--- src/rtl/dpram_fifo_pkg.sv ---
// Shared constants and width helpers for the dpram-backed first-word-fall-through FIFO.
package dpram_fifo_pkg;

  localparam int FIFO_SKID_DEPTH = 2;

  function automatic int clog2(input int value);
    int result;
    result = 0;
    for (int i = 0; i < 31; i++) begin
      if ((1 << i) < value) result = i + 1;
    end
    return result;
  endfunction

  // Count spans 0 .. 2**AW + FIFO_SKID_DEPTH inclusive.
  function automatic int count_width(input int aw);
    return clog2((1 << aw) + FIFO_SKID_DEPTH + 1);
  endfunction

endpackage

--- src/rtl/dpram.sv ---
// True dual-port RAM with registered read on port B; inferred as block RAM, contents never reset.
module dpram #(
  parameter int AW = 8,
  parameter int DW = 8
) (
  input  logic          clock,
  input  logic [AW-1:0] address_a,
  input  logic [DW-1:0] data_a,
  input  logic          wren_a,
  input  logic          enable_a,
  input  logic          cs_a,
  input  logic [AW-1:0] address_b,
  input  logic [DW-1:0] data_b,
  input  logic          wren_b,
  input  logic          enable_b,
  input  logic          cs_b,
  output logic [DW-1:0] q_b
);

  logic [DW-1:0] mem [0:(1 << AW)-1];

  always_ff @(posedge clock) begin
    if (enable_a && cs_a && wren_a) begin
      mem[address_a] <= data_a;
    end
    if (enable_b && cs_b) begin
      if (wren_b) begin
        mem[address_b] <= data_b;
      end
      q_b <= mem[address_b];
    end
  end

endmodule

--- src/rtl/dpram_fifo.sv ---
// FWFT FIFO on top of dpram; a 2-entry skid buffer hides the RAM read latency for 1 word/cycle.
module dpram_fifo
  import dpram_fifo_pkg::*;
#(
  parameter int  AW       = 8,
  parameter int  DW       = 8,
  parameter int  AF_LEVEL = (1 << AW) - 2,
  localparam int CW       = count_width(AW)
) (
  input  logic          clock,
  input  logic          reset_n,
  input  logic          flush,
  input  logic          wr_valid,
  output logic          wr_ready,
  input  logic [DW-1:0] wr_data,
  output logic          rd_valid,
  input  logic          rd_ready,
  output logic [DW-1:0] rd_data,
  output logic [CW-1:0] count,
  output logic          empty,
  output logic          almost_full,
  output logic          overflow
);

  localparam logic [AW:0] RAM_FULL = (AW+1)'(1 << AW);

  logic [AW-1:0] wr_ptr_reg, wr_ptr_next;
  logic [AW-1:0] rd_ptr_reg, rd_ptr_next;
  logic [AW:0]   ram_cnt_reg, ram_cnt_next;
  logic          inflight_reg, inflight_next;
  logic [1:0]    skid_occ_reg, skid_occ_next, occ_after_pop;
  logic [DW-1:0] skid0_reg, skid0_next;
  logic [DW-1:0] skid1_reg, skid1_next;
  logic [CW-1:0] count_reg, count_next;
  logic          overflow_reg, overflow_next;
  logic          push, pop, issue;
  logic [DW-1:0] q_b;

  assign wr_ready = (ram_cnt_reg != RAM_FULL) && !flush;
  assign push     = wr_valid && wr_ready;
  assign rd_valid = (skid_occ_reg != 2'd0);
  assign pop      = rd_valid && rd_ready && !flush;

  // Issue only if the word can still land in the skid after the in-flight one returns.
  assign issue = (ram_cnt_reg != '0) && !flush &&
                 (({1'b0, skid_occ_reg} + {2'b00, inflight_reg} - {2'b00, pop})
                   < 3'(FIFO_SKID_DEPTH));

  assign rd_data     = skid0_reg;
  assign count       = count_reg;
  assign empty       = (count_reg == '0);
  assign almost_full = (count_reg >= CW'(AF_LEVEL));
  assign overflow    = overflow_reg;

  dpram #(
    .AW(AW),
    .DW(DW)
  ) u_ram (
    .clock    (clock),
    .address_a(wr_ptr_reg),
    .data_a   (wr_data),
    .wren_a   (push),
    .enable_a (1'b1),
    .cs_a     (1'b1),
    .address_b(rd_ptr_reg),
    .data_b   ({DW{1'b0}}),
    .wren_b   (1'b0),
    .enable_b (1'b1),
    .cs_b     (1'b1),
    .q_b      (q_b)
  );

  always_comb begin
    wr_ptr_next   = wr_ptr_reg;
    rd_ptr_next   = rd_ptr_reg;
    ram_cnt_next  = ram_cnt_reg;
    inflight_next = inflight_reg;
    skid_occ_next = skid_occ_reg;
    skid0_next    = skid0_reg;
    skid1_next    = skid1_reg;
    count_next    = count_reg;
    overflow_next = overflow_reg;
    occ_after_pop = skid_occ_reg - {1'b0, pop};

    if (flush) begin
      wr_ptr_next   = '0;
      rd_ptr_next   = '0;
      ram_cnt_next  = '0;
      inflight_next = 1'b0;
      skid_occ_next = 2'd0;
      count_next    = '0;
      overflow_next = 1'b0;
    end else begin
      if (push) wr_ptr_next = wr_ptr_reg + 1'b1;
      if (issue) rd_ptr_next = rd_ptr_reg + 1'b1;
      inflight_next = issue;
      ram_cnt_next  = ram_cnt_reg + {{AW{1'b0}}, push} - {{AW{1'b0}}, issue};
      count_next    = count_reg + {{(CW-1){1'b0}}, push} - {{(CW-1){1'b0}}, pop};

      if (pop) skid0_next = skid1_reg;
      // Returning word goes to the first slot left free after this edge's pop.
      if (inflight_reg) begin
        if (occ_after_pop == 2'd0) skid0_next = q_b;
        else skid1_next = q_b;
      end
      skid_occ_next = occ_after_pop + {1'b0, inflight_reg};

      if (wr_valid && !wr_ready) overflow_next = 1'b1;
    end
  end

  always_ff @(posedge clock or negedge reset_n) begin
    if (!reset_n) begin
      wr_ptr_reg   <= '0;
      rd_ptr_reg   <= '0;
      ram_cnt_reg  <= '0;
      inflight_reg <= 1'b0;
      skid_occ_reg <= 2'd0;
      skid0_reg    <= '0;
      skid1_reg    <= '0;
      count_reg    <= '0;
      overflow_reg <= 1'b0;
    end else begin
      wr_ptr_reg   <= wr_ptr_next;
      rd_ptr_reg   <= rd_ptr_next;
      ram_cnt_reg  <= ram_cnt_next;
      inflight_reg <= inflight_next;
      skid_occ_reg <= skid_occ_next;
      skid0_reg    <= skid0_next;
      skid1_reg    <= skid1_next;
      count_reg    <= count_next;
      overflow_reg <= overflow_next;
    end
  end

endmodule

--- config.mk ---
export PLATFORM = sky130hd
export DESIGN_NAME = dpram_fifo
export DESIGN_NICKNAME = d
export VERILOG_FILES = /design/src/rtl/dpram_fifo_pkg.sv /design/src/rtl/dpram.sv /design/src/rtl/dpram_fifo.sv
export SDC_FILE = /design/constraint.sdc
export NUM_CORES = 2
export LEC_CHECK = 0
export BUFFER_PORTS_ARGS = -buffer_cell sky130_fd_sc_hd__buf_2
export CORE_MARGIN = 5
export CORE_UTILIZATION = 28
export DETAILED_ROUTE_END_ITERATION = 7
export PLACE_DENSITY = 0.45
export SLEW_MARGIN = 0
export SYNTH_ARGS = -nofsm -noshare
export SYNTH_HDL_FRONTEND = slang
export SYNTH_SLANG_ARGS = --single-unit
--- constraint.sdc ---
create_clock -name clock -period 8.1 [get_ports clock]
set_input_delay 0.81 -clock clock [delete_from_list [all_inputs] [get_ports clock]]
set_output_delay 0.81 -clock clock [all_outputs]
set_load 0.005 [all_outputs]
==> out/metrics.cfg <==
[route]
detail-route-antenna-nets=0
drt_iter0_drc=4626
vias_per_cell=4.95
routed_wl_mm=247
dr_total_vias=41100
drtPass1Iterations=7
post_drt_wl_per_cell_um=29.8
drc_errors=0

[setup_path]
reg2reg_slack_ps=3170
cp-startpoint=rd_ptr_reg[0]$_DFFE_PN0P_
worst-setup-path-type=register to register
start_kind=register
critPathArrivalTime_ps=5610
r2r-start=rd_ptr_reg[0]$_DFFE_PN0P_
critPathSlowestCell=a221oi_1
critPathMaxFanout=78
cp_top_family=compound AO/OA/AOI/OAI gates
cp_slowest_stage_delay_ps=1180
cp-end-kind=register
r2r_cells=7
worst-path-buf-inv=1
crit_required_ps=8780
r2r-end=u_ram.q_b[1]$_DFF_P_
crit_chain=buf_12 > mux4_2 > a22o_1 > a221oi_1 > o22ai_1 > nor3_1 > o31ai_1

[sta]
rsz0062_at_grt=false
clock_skew_ps=44.2
worst_pin_slew_ps=1530
final.setup.tns_ps=0
fin_hold_ws_ps=105
fmax_ghz=0.203
fin_crit_ps=4930
finalMaxSlewViolations=1
setup_violations=0
timing.final.crit_share_pct=60.8
final_hold_viol_count=0
slew_headroom_pct=-2.32

[synth]
synth_top_family_by_area=multiplexers
ys_seq_elements=2110
avgSynthCellArea_sq_um=20.3
synth_ff_type=edfxtp_1
async_reset_ff_share_pct=2.56
synth_compound_area_share_pct=3.79
ys_types=79
syn_inst=4072
synthMuxAreaShare_pct=14.5
synthAdderAreaFrac_pct=0.633
synth_top_area_cell=edfxtp_1
netlist_top_cells_area=edfxtp_1 74%, mux4_2 12%, mux2i_1 2.3%
synthXorXnorAreaFrac_pct=0.307
seq_area_frac_synth_pct=76.3
synth_top_area_share_pct=74.4
synth-edff-count=2048
synthSimpleGateAreaFrac_pct=2.72
synth_most_common_cell=edfxtp_1
syn_nets=4125
yosys_warnings=0
synth_area_sq_um=82600
synth_common_cells=2048 x edfxtp_1, 441 x mux4_2, 332 x nor2_1

[status]
status=finished with violations
violations=max-capacitance violations, max-slew violations

[grt]
antenna_found_initial=20
grt_use_total_pct=15.8
grt_overflow=0
grt_pass1_wl_mm=344
grt_pass1_vias=41900
grt_max_degree=143

[clock_network]
cts_max_level=4
clk_pin_slew_worst_paths_ps=60
hold_buffers=0
cts_setup_buffers=0
cts-buffers-inserted=223
cts_tree=yes
cts_root_buf=clkbuf_16
insertion_delay_ps=860
cts_resized=0
clk_path_buf_depth=3
clkSinkCount=2110

[final_layout]
layout-drive-gt1-share_pct=21.1
nets=4228
syn_to_final_growth_pct=14.6
largest_register_ffs=2048

[hold_path]
hp-class=input pin to async pin

[floorplan]
die_x_um=553
rows=199
pin_count=35
die-area_sq_um=306000
die_h_um=553
core_sq_um=294000
initial_core_util_pct=28.1

[place]
portBuffers=34
place_congestion=0.782
place_hpwl_mm=144

[run]
cap_violations=1

[power_and_ir_drop]
p_leak_nw=28.7
power_density_nw_per_um2=300
peakVddDrop_mv=0.241

## metal layers
metal / up-vias / wire [um] / part of all wire, % / global-route usage (%)
li1: 17000 / - / - / -
met1: 22400 / 110000 / 44 / 22.5
met2: 1407 / 117000 / 47 / 25.3
met3: 262 / 16500 / 6.7 / 3.03
met4: 2 / 4320 / 1.7 / 3.11
met5: - / 12 / 0.0048 / 0
## final cells by class
type / instances / area, sq um
Clock buffer: 277 / 5850
Inverter: 32 / 123
Clock inverter: 142 / 1500
Tap cell: 3919 / 4900
Timing Repair Buffer: 121 / 1070
Antenna cell: 4 / 10.0
Multi-Input combinational cell: 1687 / 18200
Fill cell: 28200 / 199000
Sequential cell: 2110 / 63000
## worst max-delay path by stage
stage                                     to  cells after the start
global route            u_ram.q_b[1]$_DFF_P_                      7
floorplan           ram_cnt_reg[8]$_DFF_PN0_                     17
finish                  u_ram.q_b[1]$_DFF_P_                      7
detailed placement  ram_cnt_reg[8]$_DFF_PN0_                     18
global placement    ram_cnt_reg[8]$_DFF_PN0_                     18
CTS                     u_ram.q_b[7]$_DFF_P_                      8
## logic make-up (layout without fill, tap and decap cells)
family                   Yosys count  count (layout)
buffers and inverters            275             572
multiplexers                     641             641
AND/OR/NAND/NOR                  530             530
other                              0               4
flip-flops                      2110            2110
adder cells (fa/ha/maj)           40              40
XOR/XNOR                          29              29
AO/OA/AOI/OAI                    447             447
## worst register-to-register path, delay by kind of cell (launching register included)
family | cells | cell delay, ps
compound gates | 4 | 1800
buf+inv | 1 | 530
flops | 1 | 830
mux | 1 | 880
simple gates | 1 | 720
## per-stage QoR
| step | instance area [sq um] | std cells | total power, mW | util, % | setup WS (ps) |
|---|---|---|---|---|---|
| after CTS | 94700 | 8288 | 28.7 | 32.2 | 3290 |
| final | 94700 | 8292 | 28.4 | 32.2 | 3170 |
| after global routing | 94700 | 8289 | 29.4 | 32.2 | 3230 |
| after floorplan | 82600 | 4072 | 16.5 | - | 3660 |
| after detailed placement | 87300 | 7869 | 18.4 | 29.7 | 3090 |
| after global placement | 87300 | 7869 | 18.4 | 29.7 | 2990 |
## placed cells by master, fill, tap and decap left out, types with 9 or more instances in the layout
cell type / n
nor2_1: 330
a22oi_1: 115
mux2_2: 11
xnor2_1: 17
clkinv_1: 62
nor2b_1: 10
buf_4: 74
o21ai_1: 18
clkinv_2: 32
a31oi_1: 10
clkbuf_1: 51
bufinv_16: 26
dfrtp_1: 48
a22o_1: 10
edfxtp_1: 2048
a211oi_1: 26
buf_12: 13
nor3_1: 19
clkbuf_16: 226
o211ai_1: 9
ha_1: 37
a21oi_1: 89
nand2_2: 13
xor2_1: 12
buf_2: 26
mux4_2: 441
nand2_1: 79
a221oi_1: 42
inv_1: 31
nand4_1: 10
mux2i_1: 189
o22ai_1: 20
nand3_1: 20
o21ai_0: 33
## power breakdown
| part | internal [mW] | switching [mW] |
|---|---|---|
| clock network | 5.96 | 4.36 |
| registers | 12.1 | 0.209 |
| logic | 2.52 | 3.23 |
| total | 20.6 | 7.80 |
(Power assumes the default switching activity.)
